## config.mk

```make
export PLATFORM = sky130hd
export DESIGN_NAME = wm8731_clkgen
export DESIGN_NICKNAME = d
export VERILOG_FILES = /design/src/rtl/wm8731_pkg.sv /design/src/rtl/wm8731_clkdiv.sv /design/src/rtl/wm8731_clkgen.sv
export SDC_FILE = /design/constraint.sdc
export NUM_CORES = 1
export LEC_CHECK = 0
export CAP_MARGIN = 20
export CORE_UTILIZATION = 54
export DETAILED_ROUTE_END_ITERATION = 10
export GPL_TIMING_DRIVEN = 0
export PLACE_DENSITY_LB_ADDON = 0.25
export SLEW_MARGIN = 20
export SYNTH_ARGS = -nofsm -noshare
export SYNTH_HDL_FRONTEND = slang
export SYNTH_SLANG_ARGS = --single-unit
```

## constraint.sdc

```tcl
create_clock -name i_clk -period 3.6 [get_ports i_clk]
set_input_delay 0.72 -clock i_clk [delete_from_list [all_inputs] [get_ports i_clk]]
set_output_delay 0.72 -clock i_clk [all_outputs]
set_load 0.05 [all_outputs]
```

## src/rtl/wm8731_pkg.sv

```systemverilog
// Shared types and constants for the WM8731 audio clock generator.
// Optional MCLK output is enabled with WM8731_CLKGEN_MCLK_EN.
package wm8731_pkg;

    localparam logic MODE_I2S = 1'b1;
    localparam logic MODE_PCM = 1'b0;

    localparam int BITS_PER_FRAME_DEF = 64;
    localparam int BCLK_HALF_DEF      = 8;

    typedef enum logic [1:0] {
        ST_IDLE,
        ST_RUN,
        ST_DRAIN
    } clkgen_state_t;

    // LRCK level for bit slot b of a frame of bpf slots
    function automatic logic lrck_of(
        input int unsigned b,
        input logic        mode,
        input int unsigned bpf
    );
        if (mode == MODE_I2S)
            return (b >= bpf / 2);
        else
            return (b == 0);
    endfunction

endpackage

```

## src/rtl/wm8731_clkdiv.sv

```systemverilog
// Enable-gated toggle divider: level flips every HALF enabled cycles.
// Rise/fall strobes are high in the cycle before the level changes.
module wm8731_clkdiv #(
    parameter int HALF = 8
) (
    input  logic i_clk,
    input  logic i_rst,
    input  logic i_en,
    input  logic i_clr,
    output logic o_level,
    output logic o_rise,
    output logic o_fall
);

    localparam int CW = (HALF > 1) ? $clog2(HALF) : 1;
    localparam logic [CW-1:0] LAST = CW'(HALF - 1);

    logic [CW-1:0] cnt;
    logic          tick;

    assign tick   = i_en && (cnt == LAST);
    assign o_rise = tick & ~o_level;
    assign o_fall = tick & o_level;

    always_ff @(posedge i_clk) begin
        if (i_rst || i_clr) begin
            cnt     <= '0;
            o_level <= 1'b0;
        end else if (i_en) begin
            if (tick) begin
                cnt     <= '0;
                o_level <= ~o_level;
            end else begin
                cnt <= cnt + CW'(1);
            end
        end
    end

endmodule

```

## src/rtl/wm8731_clkgen.sv

```systemverilog
// Master-mode MCLK/BCLK/LRCK generator with frame-aligned start/stop.
// Define WM8731_CLKGEN_MCLK_EN to enable the free-running MCLK divider.
module wm8731_clkgen
    import wm8731_pkg::*;
#(
    parameter int BCLK_HALF      = BCLK_HALF_DEF,
    parameter int BITS_PER_FRAME = BITS_PER_FRAME_DEF,
    parameter int MCLK_DIV       = 4
) (
    input  logic                              i_clk,
    input  logic                              i_rst,
    input  logic                              i_en,
    input  logic                              i_mode,
    output logic                              o_mclk,
    output logic                              o_bclk,
    output logic                              o_lrck,
    output logic                              o_frame_start,
    output logic [$clog2(BITS_PER_FRAME)-1:0] o_bit_idx,
    output logic                              o_busy
);

    localparam int BW = $clog2(BITS_PER_FRAME);
    localparam logic [BW-1:0] LAST_BIT = BW'(BITS_PER_FRAME - 1);

    clkgen_state_t state_q, state_d;
    logic [BW-1:0] bit_q, bit_d;
    logic          mode_q, mode_d;
    logic          lrck_q, lrck_d;
    logic          fs_q, fs_d;
    logic          clr;
    logic          bclk_rise, bclk_fall;
    logic          unused_strobes;

    wm8731_clkdiv #(.HALF(BCLK_HALF)) u_bclk_div (
        .i_clk   (i_clk),
        .i_rst   (i_rst),
        .i_en    (state_q != ST_IDLE),
        .i_clr   (clr),
        .o_level (o_bclk),
        .o_rise  (bclk_rise),
        .o_fall  (bclk_fall)
    );

`ifdef WM8731_CLKGEN_MCLK_EN
    logic mclk_rise, mclk_fall;

    wm8731_clkdiv #(.HALF(MCLK_DIV / 2)) u_mclk_div (
        .i_clk   (i_clk),
        .i_rst   (i_rst),
        .i_en    (1'b1),
        .i_clr   (1'b0),
        .o_level (o_mclk),
        .o_rise  (mclk_rise),
        .o_fall  (mclk_fall)
    );

    assign unused_strobes = bclk_rise ^ mclk_rise ^ mclk_fall;
`else
    localparam int MCLK_HALF_UNUSED = MCLK_DIV / 2;

    assign o_mclk         = 1'b0;
    assign unused_strobes = bclk_rise;
`endif

    always_comb begin
        state_d = state_q;
        bit_d   = bit_q;
        mode_d  = mode_q;
        lrck_d  = lrck_q;
        fs_d    = 1'b0;
        clr     = 1'b0;
        unique case (state_q)
            ST_IDLE: begin
                clr    = 1'b1;
                bit_d  = '0;
                lrck_d = 1'b0;
                if (i_en) begin
                    state_d = ST_RUN;
                    mode_d  = i_mode;
                    fs_d    = 1'b1;
                    lrck_d  = lrck_of(0, i_mode, BITS_PER_FRAME);
                end
            end
            ST_RUN, ST_DRAIN: begin
                state_d = i_en ? ST_RUN : state_q;
                if (state_q == ST_RUN && !i_en)
                    state_d = ST_DRAIN;
                if (bclk_fall) begin
                    if (bit_q != LAST_BIT) begin
                        bit_d  = bit_q + BW'(1);
                        lrck_d = lrck_of(32'(bit_q) + 1, mode_q,
                                         BITS_PER_FRAME);
                    end else if (state_q == ST_DRAIN && !i_en) begin
                        // Stop at the frame boundary with both clocks low
                        state_d = ST_IDLE;
                        bit_d   = '0;
                        lrck_d  = 1'b0;
                        clr     = 1'b1;
                    end else begin
                        bit_d  = '0;
                        mode_d = i_mode;
                        fs_d   = 1'b1;
                        lrck_d = lrck_of(0, i_mode, BITS_PER_FRAME);
                    end
                end
            end
            default: begin
                state_d = ST_IDLE;
                clr     = 1'b1;
            end
        endcase
    end

    always_ff @(posedge i_clk) begin
        if (i_rst) begin
            state_q <= ST_IDLE;
            bit_q   <= '0;
            mode_q  <= MODE_I2S;
            lrck_q  <= 1'b0;
            fs_q    <= 1'b0;
        end else begin
            state_q <= state_d;
            bit_q   <= bit_d;
            mode_q  <= mode_d;
            lrck_q  <= lrck_d;
            fs_q    <= fs_d;
        end
    end

    assign o_lrck        = lrck_q;
    assign o_frame_start = fs_q;
    assign o_bit_idx     = bit_q;
    assign o_busy        = (state_q != ST_IDLE);

endmodule
```

==> metrics.txt, run 1 <==
Slew HR 0.6572; Mean Syn Cell Area about 8.3 µm²; async set or reset register ratio after synthesis 0; total of max-cap violations 0; f_max roughly 350 MHz; die height around 42 µm; CTS buffer count 3; CP Capture Type output port; Pint 235.4 µW; total track usage 0.2323; total gr overflow 0; insertion delay to the later sink of the worst-skew pair roughly 0.28 ns; Synth Register Bits 15; area of the die 0.001753 mm²; clock root cell clkbuf_4; cts repair resizes 0; Post-CTS Hold Buffers 0; CTS Sinks 15; Hold Fails Final Rpt 0; RSZ-0062 raised after global routing false; largest net degree at the start of global routing 11; CP startpoint kind flop; ys flop type dfxtp_1; fill count roughly 140; Sequential Power Share 0.527; Max Transition Viols Final 0; Sw Pwr around 95 µW; Synth area leader dfxtp_1; synth top area cells dfxtp_1 (35%), ha_1 (10%), nor2_1 (6.1%); Row Count 14; Post-CTS Setup Bufs 0; number of global-route vias before repair just under 800; Iter 0 DRT Violations 12; Yosys top cell area share 0.3499; post-synthesis net count between 100 and 150; Final Skew about 0.0052 ns; worst hold margin a little over 0.5 ns; YS warnings 0; drt drc 0; fin crit share 0.7832; CTS max path bufs 2; HP Class flop to flop; CTS tree done; P&R area growth vs syn 19.39%; Avg WL per Cell 13.90 µm; io pins 15; n_diodes 0; status finished, final reports clean; Gate power share 0.184; fraction of synthesized area in multiplexers 0.01166; endpoints failing setup 0; vias around 800; P_leak 0.3872 nW; CORE AREA around 0.0015 mm²; Synth Area in XOR/XNOR 0.01020; sw frac 0.2886; Antenna Nets Post-Route 0; Total Nets Final between 100 and 150; most common cell after layout, fill and taps aside dfxtp_1; worst-path cell chain inv_1 > ha_1 > buf_2 > inv_1 > clkdlybuf4s50_1; pre-CTS setup slack roughly 1.1 ns; Via density approximately 6.1; antenna violations before repair 0; sequential fraction of the synthesis area 0.3499; commonest non-fill, non-tap cells in the layout dfxtp_1 (15), nor2_1 (14), clkdlybuf4s50_1 (12); VDD IR max ~200 µV; CP Class flop to output port; critical path arrival about 2.1 ns; Mapped Cells 103; Die W approximately 42 µm; compound-gate portion of the synthesized area 0.2362; GPL Wtd Cong around 0.9; layout cells sized above 1 0.07563; H-tree Lvls 1; Post-synth EDFFs 0; TritonRoute pass-1 iters 4; Slew @ Worst Pin 0.5127 ns; Cell variety after synth 41; Simple-Gate Fraction of Synth Area 0.2347; dpl hpwl about 1300 µm; total wire length around 1900 µm; clock-pin slew of the registers on the worst-case setup and hold paths 0.09 ns; Crit path required time between 2 and 3 ns; Slowest-stage cell, CP clkdlybuf4s50_1; Worst path most repeated cell inv_1; Util after Layout 0.6882; mapped cell area between 800 and 900 µm²; clock power share 0.290; largest family of logic cells by synthesized area compound AO/OA/AOI/OAI gates; final setup margin 0.7803 ns; Initial Util 0.5765; CP max stage delay slightly above 0.8 ns; Buffers on Ports 12; total negative slack 0 ns; Synth Area in Adders 0.1020; crit path time final 2.820 ns; first-pass GRT wire length ~3200 µm; worst-path maximum fanout 10; PD cells approximately 320 mW/mm²
[cell usage after synthesis (all sizes together) (2+ instances only)]
library cell  count
a21boi            2
a21oi             8
a31oi             2
buf               3
dfxtp            15
ha                7
inv               6
nand2             3
nand2b            3
nand3             2
nand4             2
nor2             14
nor3              4
o21a              2
o21ai             6
o221a             2
[final timing paths]
check	from	end	slack, ns	cells past startpoint
max	state_q[0]$_SDFF_PP0_	o_busy	0.78	5
min	u_bclk_div.cnt[1]$_SDFFE_PP0N_	u_bclk_div.cnt[1]$_SDFFE_PP0N_	0.52	2
max reg2reg	state_q[1]$_SDFF_PP0_	mode_q$_SDFFE_PP1P_	1.62	6
min reg2reg	u_bclk_div.cnt[1]$_SDFFE_PP0N_	u_bclk_div.cnt[1]$_SDFFE_PP0N_	0.52	2
[cell families (layout without fill, tap and decap cells)]
| group | count (synthesis) | in the layout |
|---|---|---|
| xor gates and xnor gates | 1 | 1 |
| muxes | 1 | 1 |
| and+or+nand+nor | 38 | 38 |
| DFF | 15 | 15 |
| AOI/OAI and AO/OA | 30 | 30 |
| other | 1 | 1 |
| adders and majority gates | 7 | 7 |
| buffers and inverters | 10 | 26 |
[flip-flops by register name, indices dropped and copies added (netlist names)]
| register | cells |
|---|---|
| o_frame_start | 1 |
| o_lrck | 1 |
| u_bclk_div.cnt | 3 |
| state_q | 2 |
| mode_q | 1 |
| o_bit_idx | 6 |
| u_bclk_div.o_level | 1 |
[power groups by stage]
stage               sequential, mW  combinational [mW]  clock (mW)
global placement             0.178              0.0590           0
floorplan                    0.182              0.0390           0
detailed placement           0.178              0.0600           0
finish                       0.174              0.0608      0.0958
CTS                          0.174              0.0603      0.0973
global route                 0.175              0.0671       0.102
[layer usage]
layer	vias up	routed length (µm)	track usage
met4	0	25	0.07742
li1	408	-	-
met3	4	91	0.02609
met5	-	0	0
met1	378	938	0.3079
met2	31	821	0.3906
[layout make-up]
cell class	instances	area (µm²)	share of cell area
Timing Repair Buffer	12	120.1	0.1172
Sequential cell	15	300.3	0.2930
Clock buffer	4	26.28	0.02564
Multi-Input combinational cell	78	514.2	0.5018
Inverter	6	22.52	0.02198
Buffer	4	21.27	0.02076
Tap cell	16	20.02	0.01954
[critical path, delay by kind of cell, from the launching register on]
family	cells	cell delay, ns
buffers and inverters	4	1.20
adder cells (fa/ha/maj)	1	0.22
flip-flops	1	0.40
[stage by stage]
stage                     area, µm²  total power, mW  cells
after floorplan               858.3           0.2213    103
after global placement        998.5           0.2369    131
after detailed placement      998.5           0.2382    131
after CTS                      1025           0.3319    135
after global routing           1025           0.3445    135
final                          1025           0.3308    135
Note: power is estimated with default switching activity, not from simulation.
==> run 2: changes to the inputs <==
- CORE_UTILIZATION: 54 -> 45
- clock period: 3.6 -> 2.55 ns (I/O delays scaled with it)
==> run 2 against run 1 <==
Against the previous run:
- hold slack improved by 0.0013 ns
- global-route usage fell by 3.9 points
- sequential power rose by 41%
- cell area rose by 0.98%
- non-clock buffer count did not move
- flip-flop and latch count did not move
- clock power rose by 46%
- critical path type unchanged
- clock skew fell by 0.0025 ns
- setup slack got worse by 0.58 ns
- die area rose by 19%
==> metrics.txt, run 2 (synthesis gave the netlist of run 1 again) <==
status finished, final reports clean (unchanged); worst hold stages 2 (unchanged); CTS max path bufs 2 (unchanged); CP Capture Type output port (unchanged); P&R area growth vs syn 20.55% (was 19.39%); Via density 5.618 (was 6.081); CP max stage delay 0.54 ns (was 0.81 ns); worst hold margin 0.5169 ns (was 0.5156 ns); total track usage 0.1934 (was 0.2323); Slowest-stage cell, CP dlygate4sd2_1 (was clkdlybuf4s50_1); P_leak 0.3902 nW (was 0.3872 nW); clock-pin slew of the registers on the worst-case setup and hold paths 0.09 ns (about the same); TritonRoute pass-1 iters 4 (unchanged); Initial Util 0.4865 (was 0.5765); die height 45.68 µm (was 41.87 µm); max reg flops 6 (unchanged); layout cells sized above 1 0.07563 (unchanged); Crit path required time 2.04 ns (was 2.88 ns); Antenna Nets Post-Route 0 (unchanged); Worst path most repeated cell inv_1 (unchanged); CP startpoint kind flop (unchanged); CTS tree done (unchanged); Avg WL per Cell 12.74 µm (was 13.90 µm); register area 300.3 µm² (unchanged); multi-input logic area 514.2 µm² (unchanged); number of global-route vias before repair 693 (was 769); Max Transition Viols Final 0 (unchanged); drt drc 0 (unchanged); H-tree Lvls 1 (unchanged); VDD IR max 241.6 µV (was 201.2 µV); total gr overflow 0 (unchanged); worst-case reg-to-reg path depth 6 (unchanged); vias 809 (was 821); n_diodes 0 (unchanged); RSZ-0062 raised after global routing false (unchanged); critical path arrival 1.84 ns (was 2.10 ns); antenna violations before repair 0 (unchanged); first-pass GRT wire length 2891 µm (was 3167 µm); HP Class flop to flop (unchanged); io pins 15 (unchanged); Slew HR 0.6592 (was 0.6572); GPL Wtd Cong 0.8261 (was 0.8753); CTS Sinks 15 (unchanged); worst-path cell chain inv_1 > ha_1 > buf_2 > inv_1 > dlygate4sd2_1 (was inv_1 > ha_1 > buf_2 > inv_1 > clkdlybuf4s50_1); Hold Fails Final Rpt 0 (unchanged); crit path time final roughly 2.3 ns; Iter 0 DRT Violations 32 (was 12); dpl hpwl 1320 µm (was 1350 µm); CORE AREA 0.001764 mm² (was 0.001489 mm²); area of the die 0.002086 mm² (was 0.001753 mm²); total of max-cap violations 0 (unchanged); largest net degree at the start of global routing 11 (unchanged); Total Nets Final 131 (unchanged); Final Skew 0.002706 ns (was 0.005165 ns); worst-path maximum fanout 10 (unchanged); total wire length 1834 µm (was 1876 µm); Row Count 15 (was 14); Post-CTS Setup Bufs 0 (unchanged); clock root cell clkbuf_4 (unchanged); f_max 426.4 MHz; insertion delay to the later sink of the worst-skew pair 0.29 ns (was 0.28 ns); total negative slack 0 ns (unchanged); CTS buffer count 3 (unchanged); Buffers on Ports 12 (unchanged); fill count 171 (was 138); Slew @ Worst Pin 0.5096 ns (was 0.5127 ns); PD cells 454.2 mW/mm² (was 322.8 mW/mm²); commonest non-fill, non-tap cells in the layout dfxtp_1 (15), nor2_1 (14), clkdlybuf4s50_1 (11) (was dfxtp_1 (15), nor2_1 (14), clkdlybuf4s50_1 (12)); CP Class flop to output port (unchanged); most common cell after layout, fill and taps aside dfxtp_1 (unchanged); endpoints failing setup 0 (unchanged); Die W 45.68 µm (was 41.87 µm); fin crit share 0.9198
-- run 2: stage by stage --
stage               total power, mW  setup slack (ns)  instance area [µm²]  std cells  utilization
floorplan                    0.3124            0.5869                858.3        103            -
global placement             0.3347            0.2870                 1010        140       0.5723
detailed placement           0.3356            0.2598                 1010        140       0.5723
CTS                          0.4710            0.2083                 1035        144       0.5865
global route                 0.4902            0.1128                 1035        144       0.5865
finish                       0.4699            0.2046                 1035        144       0.5865
-- run 2: layout make-up --
class	count	share of cell area
Timing Repair Buffer	12	0.1149
Multi-Input combinational cell	78	0.4970
Clock buffer	4	0.02539
Sequential cell	15	0.2902
Tap cell	25	0.03023
Buffer	4	0.02056
Inverter	6	0.02177
-- run 2: power by group --
part / switching, mW / leakage [nW] / internal [mW]
registers: 0.00549 / 0.122 / 0.241
clock network: 0.0796 / 0.0150 / 0.0608
logic: 0.0538 / 0.254 / 0.0296
total: 0.139 / 0.390 / 0.331
-- run 2: worst paths after layout --
kind,startpoint,to,slack [ns]
worst max-delay path,state_q[0]$_SDFF_PP0_,o_busy,0.20
worst min-delay path,u_bclk_div.cnt[1]$_SDFFE_PP0N_,u_bclk_div.cnt[1]$_SDFFE_PP0N_,0.52
worst max register to register,state_q[0]$_SDFF_PP0_,mode_q$_SDFFE_PP1P_,0.58
worst min register to register,u_bclk_div.cnt[1]$_SDFFE_PP0N_,u_bclk_div.cnt[1]$_SDFFE_PP0N_,0.52
-- run 2: layer usage --
metal  up-vias  track usage  share of wire
met5         -            0              0
met4         0       0.1273          0.025
met3         5      0.02381          0.040
met2        23       0.2771           0.43
met1       376       0.2688           0.50
li1        405            -              -
-- run 2: what timing repair did --
item	4_1_cts	5_1_grt
resized for setup	1	0
hold buffers	0	0
endpoints found under the setup margin	1	0
-- run 2: worst max-delay path: cells and delay by family, from the launching register on --
kind,cells,cell delay (ns)
flops,1,0.40
fa+ha+maj,1,0.22
buf+inv,4,0.93
